[src/rtl/pipeline_ctrl.sv]
// ---------------------------------------------------------------------------
// pipeline_ctrl
//
// Sequencing controller for the five-stage pipelined CPU. It works next to
// the EX-stage forwarding unit and handles every hazard that forwarding
// cannot: load-use stalls, data-memory wait freezes, taken-branch and jump
// flushes, instruction-fetch misses and HALT. It drives the PC enable and the
// per-latch enables and flushes, and keeps two saturating performance
// counters (stall cycles, flush cycles).
//
// Handshake semantics (single place): the memories signal completion with a
// one-cycle hit pulse (ihit/dhit). A MEM-stage request (dREN_out_3 |
// dWEN_out_3) is outstanding until the cycle dhit is high; the whole pipeline
// is frozen while it is outstanding. There is no backpressure toward the
// memories beyond holding the request steady in the frozen EX/MEM latch.
//
// Ports
//   CLK, RST                  clock (rising edge), async active-high reset
//   ihit, dhit                fetch / data access completed this cycle
//   dREN_out_3, dWEN_out_3    MEM-stage load / store request
//   MemRead_out_2             EX-stage instruction is a load
//   wsel_out_2                EX-stage destination register
//   rs_out_1, rt_out_1        ID-stage source registers
//   rt_used_1                 ID-stage instruction reads rt
//   jump_out_2                EX-stage jump resolved
//   branch_taken_out_3        MEM-stage branch resolved taken
//   halt_out_4                WB-stage holds HALT
//   pc_en, en_*               PC / latch load enables (combinational)
//   flush_*                   latch bubble inserts (combinational)
//   halt                      sticky halt, set the edge after HALT is seen
//   stall_cnt, flush_cnt      saturating performance counters
//   dbg_state                 current FSM state for observation
// ---------------------------------------------------------------------------
module pipeline_ctrl #(
    parameter int CNTW = 16
) (
    input  logic            CLK,
    input  logic            RST,
    input  logic            ihit,
    input  logic            dhit,
    input  logic            dREN_out_3,
    input  logic            dWEN_out_3,
    input  logic            MemRead_out_2,
    input  logic [4:0]      wsel_out_2,
    input  logic [4:0]      rs_out_1,
    input  logic [4:0]      rt_out_1,
    input  logic            rt_used_1,
    input  logic            jump_out_2,
    input  logic            branch_taken_out_3,
    input  logic            halt_out_4,
    output logic            pc_en,
    output logic            en_ifid,
    output logic            en_idex,
    output logic            en_exmem,
    output logic            en_memwb,
    output logic            flush_ifid,
    output logic            flush_idex,
    output logic            flush_exmem,
    output logic            halt,
    output logic [CNTW-1:0] stall_cnt,
    output logic [CNTW-1:0] flush_cnt,
    output logic [1:0]      dbg_state
);

    typedef enum logic [1:0] {
        S_RUN    = 2'd0,
        S_DWAIT  = 2'd1,
        S_HALTED = 2'd2
    } state_t;

    localparam logic [CNTW-1:0] CNT_MAX = '1;

    state_t          r_state;
    state_t          w_next_state;
    logic [CNTW-1:0] r_stall_cnt;
    logic [CNTW-1:0] r_flush_cnt;

    logic w_mem_req;
    logic w_rs_hit;
    logic w_rt_hit;
    logic w_load_use;
    logic w_any_flush;
    logic w_stall_inc;
    logic w_flush_inc;

    // Hazard terms. A load into $0 never creates a dependency because $0
    // always reads as zero.
    assign w_mem_req  = dREN_out_3 | dWEN_out_3;
    assign w_rs_hit   = (wsel_out_2 == rs_out_1);
    assign w_rt_hit   = rt_used_1 & (wsel_out_2 == rt_out_1);
    assign w_load_use = MemRead_out_2 & (wsel_out_2 != 5'd0) & (w_rs_hit | w_rt_hit);

    // -----------------------------------------------------------------------
    // State register
    // -----------------------------------------------------------------------
    always_ff @(posedge CLK or posedge RST) begin
        if (RST) begin
            r_state <= S_RUN;
        end else begin
            r_state <= w_next_state;
        end
    end

    // -----------------------------------------------------------------------
    // Next state and per-cycle decision. RUN and DWAIT apply the same
    // priority list; DWAIT only records that a data access is being waited
    // on. Inputs are held by the frozen latches, so a branch or jump that
    // arrives during a freeze is naturally acted on in the first unfrozen
    // cycle.
    // -----------------------------------------------------------------------
    always_comb begin
        w_next_state = r_state;
        pc_en        = 1'b0;
        en_ifid      = 1'b0;
        en_idex      = 1'b0;
        en_exmem     = 1'b0;
        en_memwb     = 1'b0;
        flush_ifid   = 1'b0;
        flush_idex   = 1'b0;
        flush_exmem  = 1'b0;

        if (!RST) begin
            case (r_state)
                S_RUN, S_DWAIT: begin
                    if (halt_out_4) begin
                        w_next_state = S_HALTED;
                    end else if (w_mem_req && !dhit) begin
                        // Full freeze: nothing moves and nothing is flushed.
                        w_next_state = S_DWAIT;
                    end else begin
                        w_next_state = S_RUN;
                        if (branch_taken_out_3) begin
                            // PC takes the branch target even on a fetch miss;
                            // the wrong-path IF/ID content is flushed anyway.
                            pc_en       = 1'b1;
                            en_ifid     = 1'b1;
                            en_idex     = 1'b1;
                            en_exmem    = 1'b1;
                            en_memwb    = 1'b1;
                            flush_ifid  = 1'b1;
                            flush_idex  = 1'b1;
                            flush_exmem = 1'b1;
                        end else if (jump_out_2) begin
                            pc_en      = 1'b1;
                            en_ifid    = 1'b1;
                            en_idex    = 1'b1;
                            en_exmem   = 1'b1;
                            en_memwb   = 1'b1;
                            flush_ifid = 1'b1;
                            flush_idex = 1'b1;
                        end else if (w_load_use) begin
                            // Hold PC and IF/ID, push a bubble into ID/EX.
                            // The bubble clears MemRead_out_2 so this fires
                            // exactly once per dependency.
                            en_idex    = 1'b1;
                            flush_idex = 1'b1;
                            en_exmem   = 1'b1;
                            en_memwb   = 1'b1;
                        end else if (!ihit) begin
                            // No fetched instruction: hold PC, bubble IF/ID,
                            // let the rest of the pipe drain forward.
                            en_ifid    = 1'b1;
                            flush_ifid = 1'b1;
                            en_idex    = 1'b1;
                            en_exmem   = 1'b1;
                            en_memwb   = 1'b1;
                        end else begin
                            pc_en    = 1'b1;
                            en_ifid  = 1'b1;
                            en_idex  = 1'b1;
                            en_exmem = 1'b1;
                            en_memwb = 1'b1;
                        end
                    end
                end
                S_HALTED: begin
                    w_next_state = S_HALTED;
                end
                default: begin
                    w_next_state = S_RUN;
                end
            endcase
        end
    end

    // -----------------------------------------------------------------------
    // Performance counters. A stall cycle is any live (non-halted) cycle in
    // which the PC does not advance; a flush cycle is any cycle with at least
    // one bubble inserted. Both stop at all-ones instead of wrapping.
    // -----------------------------------------------------------------------
    assign w_any_flush = flush_ifid | flush_idex | flush_exmem;
    assign w_stall_inc = (r_state != S_HALTED) && !pc_en && (r_stall_cnt != CNT_MAX);
    assign w_flush_inc = w_any_flush && (r_flush_cnt != CNT_MAX);

    always_ff @(posedge CLK or posedge RST) begin
        if (RST) begin
            r_stall_cnt <= '0;
            r_flush_cnt <= '0;
        end else begin
            if (w_stall_inc) begin
                r_stall_cnt <= r_stall_cnt + 1'b1;
            end
            if (w_flush_inc) begin
                r_flush_cnt <= r_flush_cnt + 1'b1;
            end
        end
    end

    assign halt      = (r_state == S_HALTED);
    assign stall_cnt = r_stall_cnt;
    assign flush_cnt = r_flush_cnt;
    assign dbg_state = r_state;

endmodule

[config.mk]
export PLATFORM = sky130hd
export DESIGN_NAME = pipeline_ctrl
export DESIGN_NICKNAME = d
export VERILOG_FILES = /design/src/rtl/pipeline_ctrl.sv
export SDC_FILE = /design/constraint.sdc
export NUM_CORES = 1
export LEC_CHECK = 0
export CORE_ASPECT_RATIO = 1.5
export CORE_MARGIN = 2
export CORE_UTILIZATION = 40
export CTS_BUF_LIST = sky130_fd_sc_hd__clkbuf_8 sky130_fd_sc_hd__clkbuf_16
export DETAILED_ROUTE_END_ITERATION = 8
export GPL_TIMING_DRIVEN = 0
export PLACE_DENSITY = 0.72
export RECOVER_POWER = 25
export SETUP_SLACK_MARGIN = 0.2
export SLEW_MARGIN = 10
export SYNTH_ARGS = -nofsm -noshare
export SYNTH_HDL_FRONTEND = slang
export SYNTH_SLANG_ARGS = --single-unit
[constraint.sdc]
create_clock -name CLK -period 4 [get_ports CLK]
set_input_delay 0.8 -clock CLK [delete_from_list [all_inputs] [get_ports CLK]]
set_output_delay 0.8 -clock CLK [all_outputs]
set_load 0.01 [all_outputs]
======== Yosys cells after proc, flatten, opt, wreduce, memory -nomap -nowiden ========
Cells that the tools add are included.
storage, ports and cells
  latch bits .............................. 0
  memory bits (read-only) ................. 0
  word-level logic and storage cells ...... 70
  output and inout port bits .............. 43
  bits in writable memories ............... 0
  flip-flop bits (word level) ............. 34
  memories kept ........................... 0
operators by class
  multipliers ............................. 0
  equality and inequality tests ........... 7
  $add $sub $neg .......................... 2
  div/mod/pow operators ................... 0
  shift-type cells ........................ 0
  muxes and demuxes ....................... 42
  bitwise gates (word level) .............. 7
  order comparisons ....................... 0
  reduce and logical (&&, ||, !) cells .... 9
operator list
  kind                                                             number
  1-bit two-way mux                                                40
  16-bit by 1-bit adder with 16-bit output, second input constant  2
  16-bit inequality test, second input constant                    2
  5-bit == test                                                    2
  5-bit nonzero test                                               1
  1-bit logical AND                                                4
  1-bit bitwise OR                                                 4
  2-bit one-hot mux with 2 select lines                            1
  1-bit AND                                                        3
  2-bit by 1-bit == test with 1-bit output, second input constant  1
  2-bit == test, second input constant                             1
  1-bit zero test                                                  2
  2-bit zero test                                                  1
  2-bit two-way mux                                                1
  2-bit inequality test, second input constant                     1
  2-bit OR reduction                                               1

======== Logic depth before layout (Yosys ltp) ========
  depth after elaboration ................. 14
  depth in mapped cells ................... 9
  depth with buffers taken out ............ 8

======== Least setup slack after synthesis ========
OpenSTA, ideal clock, no wires.
  path kind ............................... input to output
  from .................................... in wsel_out_2[0]
  to ...................................... out flush_ifid
  stages on the path ...................... 5
  setup slack ............................. 1.116 ns
  data required time ...................... 3.200 ns
  data arrival time ....................... 2.084 ns
  cells stage by stage .................... or4_4 -> o21ai_4 -> inv_2 -> a31oi_1 -> nor2b_1
on the way
  cells in the longest elaborated chain, start to end .. 11
  elaborated cells on any way between the ends .. 14
  classes of those cells .................. eq/ne: 2; mux: 7; bitwise: 4; reduce/logical: 1
RTL lines
  what                   RTL line  source
  from (decl)            44        input logic [4:0] wsel_out_2,
  5-bit == test          90        assign w_rt_hit = rt_used_1 & (wsel_out_2 == rt_out_1);
  1-bit AND              90
  1-bit bitwise OR       91        assign w_load_use = MemRead_out_2 & (wsel_out_2 != 5'd0) & (w_rs_hit | w_rt_hit);
  1-bit AND (*)          91
  1-bit two-way mux (*)  151       end else if (w_load_use) begin
  1-bit two-way mux (*)  143       end else if (jump_out_2) begin
  1-bit two-way mux (*)  132       if (branch_taken_out_3) begin
  1-bit two-way mux (*)  127       end else if (w_mem_req && !dhit) begin
  1-bit two-way mux (*)  125       if (halt_out_4) begin
  1-bit two-way mux (*)  123       case (r_state)
  1-bit two-way mux (*)  122       if (!RST) begin
  to (decl)              56        output logic flush_ifid,
Every way passes the cells marked *; elsewhere a longest branch is shown, timed or not.

======== Worst setup path in the final report ========
  from .................................... in wsel_out_2[0]
  to ...................................... out en_ifid
on the way
  cells in the longest elaborated chain, start to end .. 11
  elaborated cells on any way between the ends .. 14
  classes of those cells .................. eq/ne: 2; mux: 7; bitwise: 4; reduce/logical: 1
RTL lines
  what                   RTL line  source
  5-bit == test          90
  1-bit AND              90
  1-bit bitwise OR       91
  1-bit AND (*)          91
  1-bit two-way mux (*)  151
  1-bit two-way mux (*)  143
  1-bit two-way mux (*)  132
  1-bit two-way mux (*)  127
  1-bit two-way mux (*)  125
  1-bit two-way mux (*)  123
  1-bit two-way mux (*)  122
  to (decl)              52        output logic en_ifid,
Marked as above.

==> reports/metrics.cfg <==
[status]
status=finished, final reports clean

[floorplanning]
fp.dieArea_sq_um=5290
die_h_microns=88.1
die_w_microns=60.0
start_util_pct=41.5
core_area_sq_um=4540
io_pins=69
rows=30

[clock_tree]
hold_buffers=0
cts_buffer_depth=2
cts_buffers=5
cts_tree=yes
cts-resized-gates=0
post_cts_buffers=0
root_buffer=clkbuf_8
clk_pin_slew_ps=70
cts_max_level=2
clock_latency_ps=280
cts_sinks=34

[yosys]
ys_async_sr_fraction_pct=100
syn_area_sq_um=1880
ys_seq_area_share_pct=45.2
synth_fp_nets=198
synth-seq-cells=34
syn-instance-count=170
synth-main-ff-cell=dfrtp_1
ys_types=35
synth_edf_count=0
synth.avg_cell_area_sq_um=11.1
yosys_warnings=0

[timing]
tightest_slew_ps=1300
period_share_pct=91.6
hold_viol=0
max_slew_margin_pct=13.1
fin_tns_setup_ps=0
setup_viol=0
period_minus_slack_ps=3660
rsz0062_at_grt=no
maxSlewViolCount=0
fmax_mhz=273
fin_worst_skew_ps=9.70

[critical_path]
cp_max_fo=3
end_kind=output port
path_class=primary input to output port
start_kind=primary input
cp.required_ps=3200
cp.arrival_ps=2860

[placed_design]
port-buffer-count=68
gp_congestion=0.815
dpl-instance-area_sq_um=2650
dp_hpwl_microns=3210

[drt]
dr_total_vias=1533
route.detailed.drc=0
drt_iter0_drc=38
ant_nets=0
dr.pass1.iters=4
avgRoutedWirePerCell_microns=13.4
viasPerCell=4.95
wl_microns=4170

[power_and_ir_drop]
p_leak_uw=0.00118
powerDensity_nw_per_um2=332
vdd_drop_max_mv=0.335

[layout]
syn2layout_area_growth_pct=46.3
stdcell_area_sq_um=2760
n_antenna_cell=0
utilization_pct=60.7
nNetsFinal=273
fillers=402
drive_gt1_share_pct=13.0

[grt]
grt_pass1_wl_microns=6840
grt_max_degree=37
grt_usage_pct=17.0
overflow=0
grt_pass1_vias=1481
antenna_found_initial=0

[run]
drv_cap=0

[hold_path]
hold_path.class=flip-flop to flip-flop

## layer usage
layer,global-route usage [%],vias to the layer above,part of all wire [%]
met5,0,-,0
met4,4.85,0,1.1
met3,4.28,6,3.5
met2,29.8,36,54
met1,20.0,748,41
li1,-,743,-
## final timing paths
kind / from / end / slack [ps] / cells past startpoint
max in group asynchronous: RST / stall_cnt[10]$_DFFE_PP0P_ / 1830 / 2
min: stall_cnt[12]$_DFFE_PP0P_ / stall_cnt[12]$_DFFE_PP0P_ / 490 / 1
max: wsel_out_2[0] / en_ifid / 340 / 6
min in group asynchronous: RST / stall_cnt[3]$_DFFE_PP0P_ / 1390 / 2
min reg2reg: stall_cnt[12]$_DFFE_PP0P_ / stall_cnt[12]$_DFFE_PP0P_ / 490 / 1
max reg2reg: flush_cnt[0]$_DFFE_PP0P_ / flush_cnt[13]$_DFFE_PP0P_ / 1900 / 8
## cell type report
cell class | instances | area (sq um) | area share [%]
buffer | 6 | 47.5 | 1.72
clock buffer | 5 | 68.8 | 2.50
clock inverter | 3 | 37.5 | 1.36
inverter | 3 | 11.3 | 0.409
multi-input combinational | 127 | 975 | 35.4
sequential | 34 | 851 | 30.9
tap | 64 | 80.1 | 2.91
timing repair buffer | 68 | 686 | 24.9
## Yosys cell counts (2+ instances only)
| master | n | area, sq um |
|---|---|---|
| xor2_1 | 3 | 26.3 |
| mux2_1 | 2 | 22.5 |
| nand2_1 | 13 | 48.8 |
| nand3_2 | 9 | 90.1 |
| dfrtp_1 | 34 | 851 |
| buf_2 | 2 | 10.0 |
| and3_1 | 11 | 68.8 |
| buf_6 | 2 | 22.5 |
| and2_1 | 6 | 37.5 |
| nand3_1 | 4 | 20.0 |
| buf_4 | 2 | 15.0 |
| and4_1 | 5 | 43.8 |
| ha_1 | 2 | 25.0 |
| nor2b_1 | 2 | 12.5 |
| nor3_1 | 2 | 10.0 |
| xnor2_1 | 37 | 324 |
| nor2_1 | 2 | 7.51 |
| inv_1 | 2 | 7.51 |
| a31oi_1 | 2 | 12.5 |
| nand4_1 | 11 | 68.8 |
| a21oi_1 | 3 | 15.0 |
## cells in the final DEF (no fill, tap or decap), drive strengths merged
cell type,count
o21ai,2
dfrtp,34
a31oi,2
nand4,12
a221oi,1
clkdlybuf4s50,64
dlygate4sd3,2
or4,1
and2,6
nor3,2
inv,5
nand3,13
clkbuf,5
and3,12
bufinv,1
xor2,3
ha,2
o21bai,1
o41ai,1
nor2b,2
buf,6
mux2,2
nor2,2
nand2,15
xnor2,37
a21oi,4
dlymetal6s2s,2
and4,5
o21a,1
o22ai,1
## cells by family after synthesis
| family | Yosys count | share of synthesized area (%) |
|---|---|---|
| AO/OA/AOI/OAI | 13 | 6.17 |
| buffers and inverters | 9 | 3.12 |
| adder cells (fa/ha/maj) | 2 | 1.33 |
| multiplexers | 2 | 1.20 |
| AND/OR/NAND/NOR | 70 | 24.4 |
| flip-flops | 34 | 45.2 |
| XOR/XNOR | 40 | 18.6 |
## critical path: stages
cell and delay [ps]:
clkdlybuf4s50_1 470, or4_4 570, o21ai_4 170, inv_2 70, a31oi_1 200, clkdlybuf4s50_1 590
## state kept, by name (all words and copies together) (netlist names)
signal     count
dbg_state      2
stall_cnt     16
flush_cnt     16
## power by group
group	switching, uW	internal (uW)	leakage [uW]
Combinational	92.6	109	0.000655
Clock	122	181	0.0000607
Sequential	38.0	372	0.000461
Total	252	663	0.00118
## per-stage QoR
step | instances | setup slack, ps | hold WS (ps) | total power (uW)
2_1_floorplan | 170 | 1120 | 518 | 508
3_3_place_gp | 302 | 221 | 474 | 618
3_5_place_dp | 302 | 213 | 482 | 620
4_1_cts | 310 | 207 | 495 | 927
5_1_grt | 310 | 268 | 507 | 961
6_report | 310 | 336 | 490 | 915
Power figures use the tool's default switching activity.
